## src/rtl/noc_pkg.sv

```systemverilog
// Shared mesh-router constants: port codes, flit types, code decode.
// Used by the switch allocator and its per-output arbiters.
package noc_pkg;

  localparam logic [2:0] LOCAL = 3'b001;
  localparam logic [2:0] EAST  = 3'b010;
  localparam logic [2:0] WEST  = 3'b011;
  localparam logic [2:0] NORTH = 3'b100;
  localparam logic [2:0] SOUTH = 3'b101;

  localparam logic [1:0] HDR  = 2'b11;
  localparam logic [1:0] BODY = 2'b10;
  localparam logic [1:0] TAIL = 2'b01;

  typedef struct packed {
    logic       ok;
    logic [2:0] idx;
  } port_map_t;

  function automatic port_map_t code2idx(input logic [2:0] op);
    port_map_t m;
    m.ok  = 1'b1;
    m.idx = 3'd0;
    case (op)
      LOCAL:   m.idx = 3'd0;
      EAST:    m.idx = 3'd1;
      WEST:    m.idx = 3'd2;
      NORTH:   m.idx = 3'd3;
      SOUTH:   m.idx = 3'd4;
      default: m.ok  = 1'b0;
    endcase
    return m;
  endfunction

endpackage

```

## src/rtl/rr_arb.sv

```systemverilog
// Round-robin arbiter: first request at or after ptr, wrapping.
// One-hot grant, all zeros when nothing requests.
module rr_arb #(
  parameter int NP = 5
) (
  input  logic [NP-1:0] req,
  input  logic [2:0]    ptr,
  output logic [NP-1:0] gnt
);

  logic found;
  int   j;

  always_comb begin
    gnt   = '0;
    found = 1'b0;
    j     = 0;
    for (int k = 0; k < NP; k++) begin
      j = (int'(ptr) + k) % NP;
      if (!found && req[j]) begin
        gnt[j] = 1'b1;
        found  = 1'b1;
      end
    end
  end

endmodule

```

## src/rtl/sw_alloc_rr.sv

```systemverilog
// Wormhole switch allocator: per-output lock tables, round-robin
// header arbitration, protocol error flag and crossbar select.
module sw_alloc_rr
  import noc_pkg::*;
#(
  parameter int NP = 5,
  parameter int FW = 39,
  localparam int TW = FW - (FW - 1) + 1
) (
  input  logic             clk_t,
  input  logic             rst_t,
  input  logic [NP-1:0]    req_valid,
  input  logic [TW*NP-1:0] req_type,
  input  logic [3*NP-1:0]  req_op,
  input  logic [NP-1:0]    out_ready,
  output logic [NP-1:0]    grant,
  output logic [NP-1:0]    xbar_vld,
  output logic [3*NP-1:0]  xbar_sel,
  output logic             err
);

  logic [NP-1:0] out_lock;
  logic [2:0]    out_own [NP];
  logic [2:0]    rr      [NP];
  logic [NP-1:0] in_lock;
  logic [2:0]    in_out  [NP];
  logic          err_q;

  logic [TW-1:0] typ [NP];
  port_map_t     pm  [NP];
  logic [NP-1:0] is_hdr;
  logic [NP-1:0] is_bt;
  logic [NP-1:0] is_tail;
  logic [NP-1:0] hdr_ok;
  logic [NP-1:0] bt_go;
  logic [NP-1:0] bad;
  logic [NP-1:0] hwin;

  logic [NP-1:0] creq [NP];
  logic [NP-1:0] wgnt [NP];
  logic [2:0]    widx [NP];

  logic [NP-1:0]   grant_c;
  logic [NP-1:0]   vld_c;
  logic [3*NP-1:0] sel_c;

  function automatic logic [2:0] oh2idx(input logic [NP-1:0] v);
    logic [2:0] r;
    r = '0;
    for (int i = 0; i < NP; i++)
      if (v[i]) r = 3'(i);
    return r;
  endfunction

  always_comb begin
    is_hdr  = '0;
    is_bt   = '0;
    is_tail = '0;
    hdr_ok  = '0;
    bt_go   = '0;
    bad     = '0;
    for (int i = 0; i < NP; i++) begin
      typ[i]     = req_type[TW*i +: TW];
      pm[i]      = code2idx(req_op[3*i +: 3]);
      is_hdr[i]  = req_valid[i] && typ[i] == HDR;
      is_bt[i]   = req_valid[i] &&
                   (typ[i] == BODY || typ[i] == TAIL);
      is_tail[i] = typ[i] == TAIL;
      hdr_ok[i]  = is_hdr[i] && pm[i].ok && !in_lock[i];
      bt_go[i]   = is_bt[i] && in_lock[i] &&
                   out_ready[in_out[i]];
      bad[i]     = (is_hdr[i] && (!pm[i].ok || in_lock[i])) ||
                   (is_bt[i] && !in_lock[i]) ||
                   (req_valid[i] && typ[i] == 2'b00);
    end
  end

  // Headers only compete for free outputs that can take a flit now.
  always_comb begin
    for (int o = 0; o < NP; o++) begin
      creq[o] = '0;
      for (int i = 0; i < NP; i++)
        creq[o][i] = hdr_ok[i] && pm[i].idx == 3'(o) &&
                     !out_lock[o] && out_ready[o];
    end
  end

  for (genvar g = 0; g < NP; g++) begin : g_arb
    rr_arb #(.NP(NP)) u_arb (
      .req (creq[g]),
      .ptr (rr[g]),
      .gnt (wgnt[g])
    );
  end

  always_comb begin
    hwin = '0;
    for (int o = 0; o < NP; o++) begin
      widx[o] = oh2idx(wgnt[o]);
      hwin    = hwin | wgnt[o];
    end
  end

  always_comb begin
    grant_c = hwin | bt_go;
    vld_c   = '0;
    sel_c   = '0;
    for (int o = 0; o < NP; o++) begin
      if (out_lock[o]) begin
        vld_c[o] = bt_go[out_own[o]];
        if (vld_c[o]) sel_c[3*o +: 3] = out_own[o];
      end else begin
        vld_c[o] = |wgnt[o];
        if (vld_c[o]) sel_c[3*o +: 3] = widx[o];
      end
    end
  end

  assign grant    = rst_t ? '0 : grant_c;
  assign xbar_vld = rst_t ? '0 : vld_c;
  assign xbar_sel = rst_t ? '0 : sel_c;
  assign err      = err_q;

  always_ff @(posedge clk_t) begin
    if (rst_t) begin
      out_lock <= '0;
      in_lock  <= '0;
      err_q    <= 1'b0;
      for (int o = 0; o < NP; o++) begin
        out_own[o] <= '0;
        rr[o]      <= '0;
        in_out[o]  <= '0;
      end
    end else begin
      err_q <= err_q | (|bad);
      for (int o = 0; o < NP; o++) begin
        if (out_lock[o]) begin
          if (bt_go[out_own[o]] && is_tail[out_own[o]])
            out_lock[o] <= 1'b0;
        end else if (|wgnt[o]) begin
          out_lock[o] <= 1'b1;
          out_own[o]  <= widx[o];
          rr[o]       <= (widx[o] == 3'(NP - 1)) ?
                         3'd0 : widx[o] + 3'd1;
        end
      end
      for (int i = 0; i < NP; i++) begin
        if (bt_go[i] && is_tail[i]) begin
          in_lock[i] <= 1'b0;
        end else if (hwin[i]) begin
          in_lock[i] <= 1'b1;
          in_out[i]  <= pm[i].idx;
        end
      end
    end
  end

endmodule
```

## config.mk

```make
export PLATFORM = sky130hd
export DESIGN_NAME = sw_alloc_rr
export DESIGN_NICKNAME = d
export VERILOG_FILES = /design/src/rtl/noc_pkg.sv /design/src/rtl/rr_arb.sv /design/src/rtl/sw_alloc_rr.sv
export SDC_FILE = /design/constraint.sdc
export NUM_CORES = 1
export LEC_CHECK = 0
export ABC_AREA = 1
export CORE_UTILIZATION = 64
export DETAILED_ROUTE_END_ITERATION = 10
export PLACE_DENSITY_LB_ADDON = 0.12
export SKIP_CTS_REPAIR_TIMING = 1
export SLEW_MARGIN = 20
export SYNTH_ARGS = -nofsm -noshare
export SYNTH_HDL_FRONTEND = slang
export SYNTH_HIERARCHICAL = 1
export SYNTH_SLANG_ARGS = --single-unit
```

## constraint.sdc

```tcl
create_clock -name clk_t -period 7.42 [get_ports clk_t]
set_input_delay 1.484 -clock clk_t [delete_from_list [all_inputs] [get_ports clk_t]]
set_output_delay 1.484 -clock clk_t [all_outputs]
set_load 0.01 [all_outputs]
```

==> results.cfg <==
[status]
outcome = finished, violations left
failed_checks = design-rule violations

[detailed_routing]
viasPerCell = 5.806
firstDrtPassIters = 9
post-route-drc-count = 2
top_layer = met4
routedWlPerCell_um = 14.98
drt_iter0_drc = 1468
dr_wl_met3_um = 3888
wl_met2_um = 18850
wl_met1_um = 18810
finalWirelength_um = 43130
via_count = 16710
final_antenna_net_count = 0

[clock_tree]
h-tree-depth = 2
cts.sinks = 56
clkTransAtPathRegs_ps = 80
clock_latency_ps = 310
cts_made_buffers = 5
cts-root-buf = clkbuf_16
cts_buffer_depth = 2
cts_tree = built

[yosys]
ys_types = 56
synth.cell_area_um2 = 14670
synth_seq_cells = 56
synthCells = 2494
synth_most_common_cell = nand2_1
yosys_warnings = 6
yosys.area.top_type = nand2_1
async_flop_share_pct = 0
synth_fp_nets = 2693
ys.flop_type = edfxtp_1
synth_edf_count = 45
avgSynthCellArea_um2 = 5.881
synth_seq_area_share_pct = 10.71
synth_common_cells = nand2_1 (656), inv_1 (349), nor2_1 (260)
synth_top_cell_area_share_pct = 16.79
synth.area.top_cells = nand2_1 (17%), ha_1 (14%), edfxtp_1 (9.2%), inv_1 (8.9%), nand3_1 (8.8%)

[finish]
layout-drive-gt1-share_pct = 12.26
multi_input_area_um2 = 11520
final_cell_area_um2 = 16120
final_nets = 2791
areaGrowthSynthToFinish_pct = 9.896
seqCellArea_um2 = 1572
fillCellCount = 2023
antennaDiodeCount = 0

[worst_setup_path]
path_cells = clkdlybuf4s50_1 > inv_1 > a31oi_1 > nand3_1 > a2111oi_0 > buf_4 > inv_1 > nand2_1 > o21ai_0 > nand2_2 > nand2_2 > nand2_4 > nand3_1 > o21ai_0 > nor2_1 > nand3_1 > nor2_1 > nand3_1 > nand2_1 > inv_1 > nand2_1 > nand2_1 > clkdlybuf4s50_1
rr_worst_depth = 31
path_class = input pin to output port
crit_end = xbar_vld[2]
worst_ep_required_time_ps = 5940
arrival_ps = 5760
critPathSlowestCell = clkdlybuf4s50_1
crit-reg2reg-launch = rr[0][4]$_SDFFCE_PP0P_
critPathMaxStageDelay_ps = 540
cp_max_fo = 5
cp-startpoint = req_op[8]
r2r_end = in_out[0][9]$_SDFFCE_PP0P_
rrSetupSlack_ps = 1760
worstSetupEndpointType = output port
startpoint_type = input pin

[grt]
grt_pass1_wl_um = 70190
antenna_found_initial = 0
grt.overflow.total = 0
grt_start_max_net_pins = 36
track_usage_pct = 36.01
grt_pass1_vias = 14890

[sta]
tns_ps = 0
finalCriticalPeriod_ps = 7249
setup_ws_ps = 171.0
skew_ps = 6.178
setup_viol = 0
worst_pin_slew_ps = 727.4
max_freq_ghz = 0.1380
hold_viol_final = 0
fin_crit_sh_pct = 97.69
slew_violations = 0
relSlewSlack_pct = 51.35

[die]
dieArea_um2 = 23530
start_util_pct = 64.98
std_cell_rows = 55
coreArea_um2 = 22570
io_pins = 63
fp.dieW_um = 153.4
die_height_um = 153.4

[placement]
dp_slack_ps = 267.3
placed_cell_area_um2 = 15880
port_buffers = 62
gp_congestion = 1.016
hpwl_um = 34990

[hold_path]
hp-class = flop to flop

[job]
drv_cap = 0
## worst max-delay path: cells and delay by family
kind | cells | cell delay (ps)
simple gates | 13 | 1540
compound gates | 4 | 1190
buf+inv | 6 | 1550
## final cells by class
class                           count  area share, %
Tap cell                          285          2.212
Multi-Input combinational cell   2018          71.50
Inverter                          399          9.292
Timing Repair Buffer              112          6.179
Clock buffer                        5         0.7763
Sequential cell                    56          9.750
Clock inverter                      3         0.2872
## routing by layer
metal / vias up / track usage, %
met5: - / 0
met1: 7475 / 48.51
li1: 8412 / -
met3: 124 / 4.196
met4: 0 / 14.10
met2: 698 / 58.62
## flip-flops by register name (all words and copies together) (netlist names)
register and count:
err 1, in_lock 5, in_out 15, out_lock 5, out_own 15, rr 15
## kinds of logic after synthesis
family          count (synthesis)  synth area share, %
buf+inv                       420                11.00
xor+xnor                       18                1.075
compound gates                330                14.56
simple gates                 1508                48.83
flops                          56                10.71
fa+ha+maj                     162                13.82
## stage by stage
stage / hold slack, ps / std cells / util, %
after detailed placement: 476.7 / 2867 / 70.36
after CTS: 489.5 / 2875 / 71.12
final: 491.2 / 2878 / 71.41
after floorplan: 447.6 / 2494 / -
after global routing: 520.3 / 2878 / 71.41
after global placement: 459.0 / 2867 / 70.36
## how the worst min path moves through the flow
stage | from | to | cells after the start
after floorplan | in_lock[2]$_SDFFE_PP0P_ | in_lock[2]$_SDFFE_PP0P_ | 2
after global placement | in_lock[2]$_SDFFE_PP0P_ | in_lock[2]$_SDFFE_PP0P_ | 2
after detailed placement | in_lock[1]$_SDFFE_PP0P_ | in_lock[1]$_SDFFE_PP0P_ | 2
after CTS | in_lock[1]$_SDFFE_PP0P_ | in_lock[1]$_SDFFE_PP0P_ | 2
after global routing | in_lock[2]$_SDFFE_PP0P_ | in_lock[2]$_SDFFE_PP0P_ | 2
final | in_lock[1]$_SDFFE_PP0P_ | in_lock[1]$_SDFFE_PP0P_ | 2
## cells in the final DEF, fill, tap and decap left out, drive strengths merged, types with 2 or more instances in the layout
cell type and n:
ha 162, nand4 96, nand3b 12, o221ai 2, nand3 284, a31oi 2, buf 50, inv 391
o22ai 16, edfxtp 45, a2111oi 5, a21boi 12, o211ai 14, nor2 272, xor2 17, a21oi 98
and2 5, clkinv 9, clkdlybuf4s50 62, nor4 19, nand2 763, nor3b 4, nor3 44, dfxtp 11
or2 8, o21a 9, o21ai 162, clkbuf 5, a32oi 5
Power is not shown: default switching activity piles up to over one toggle a cycle in this logic, so the estimate is an artifact.
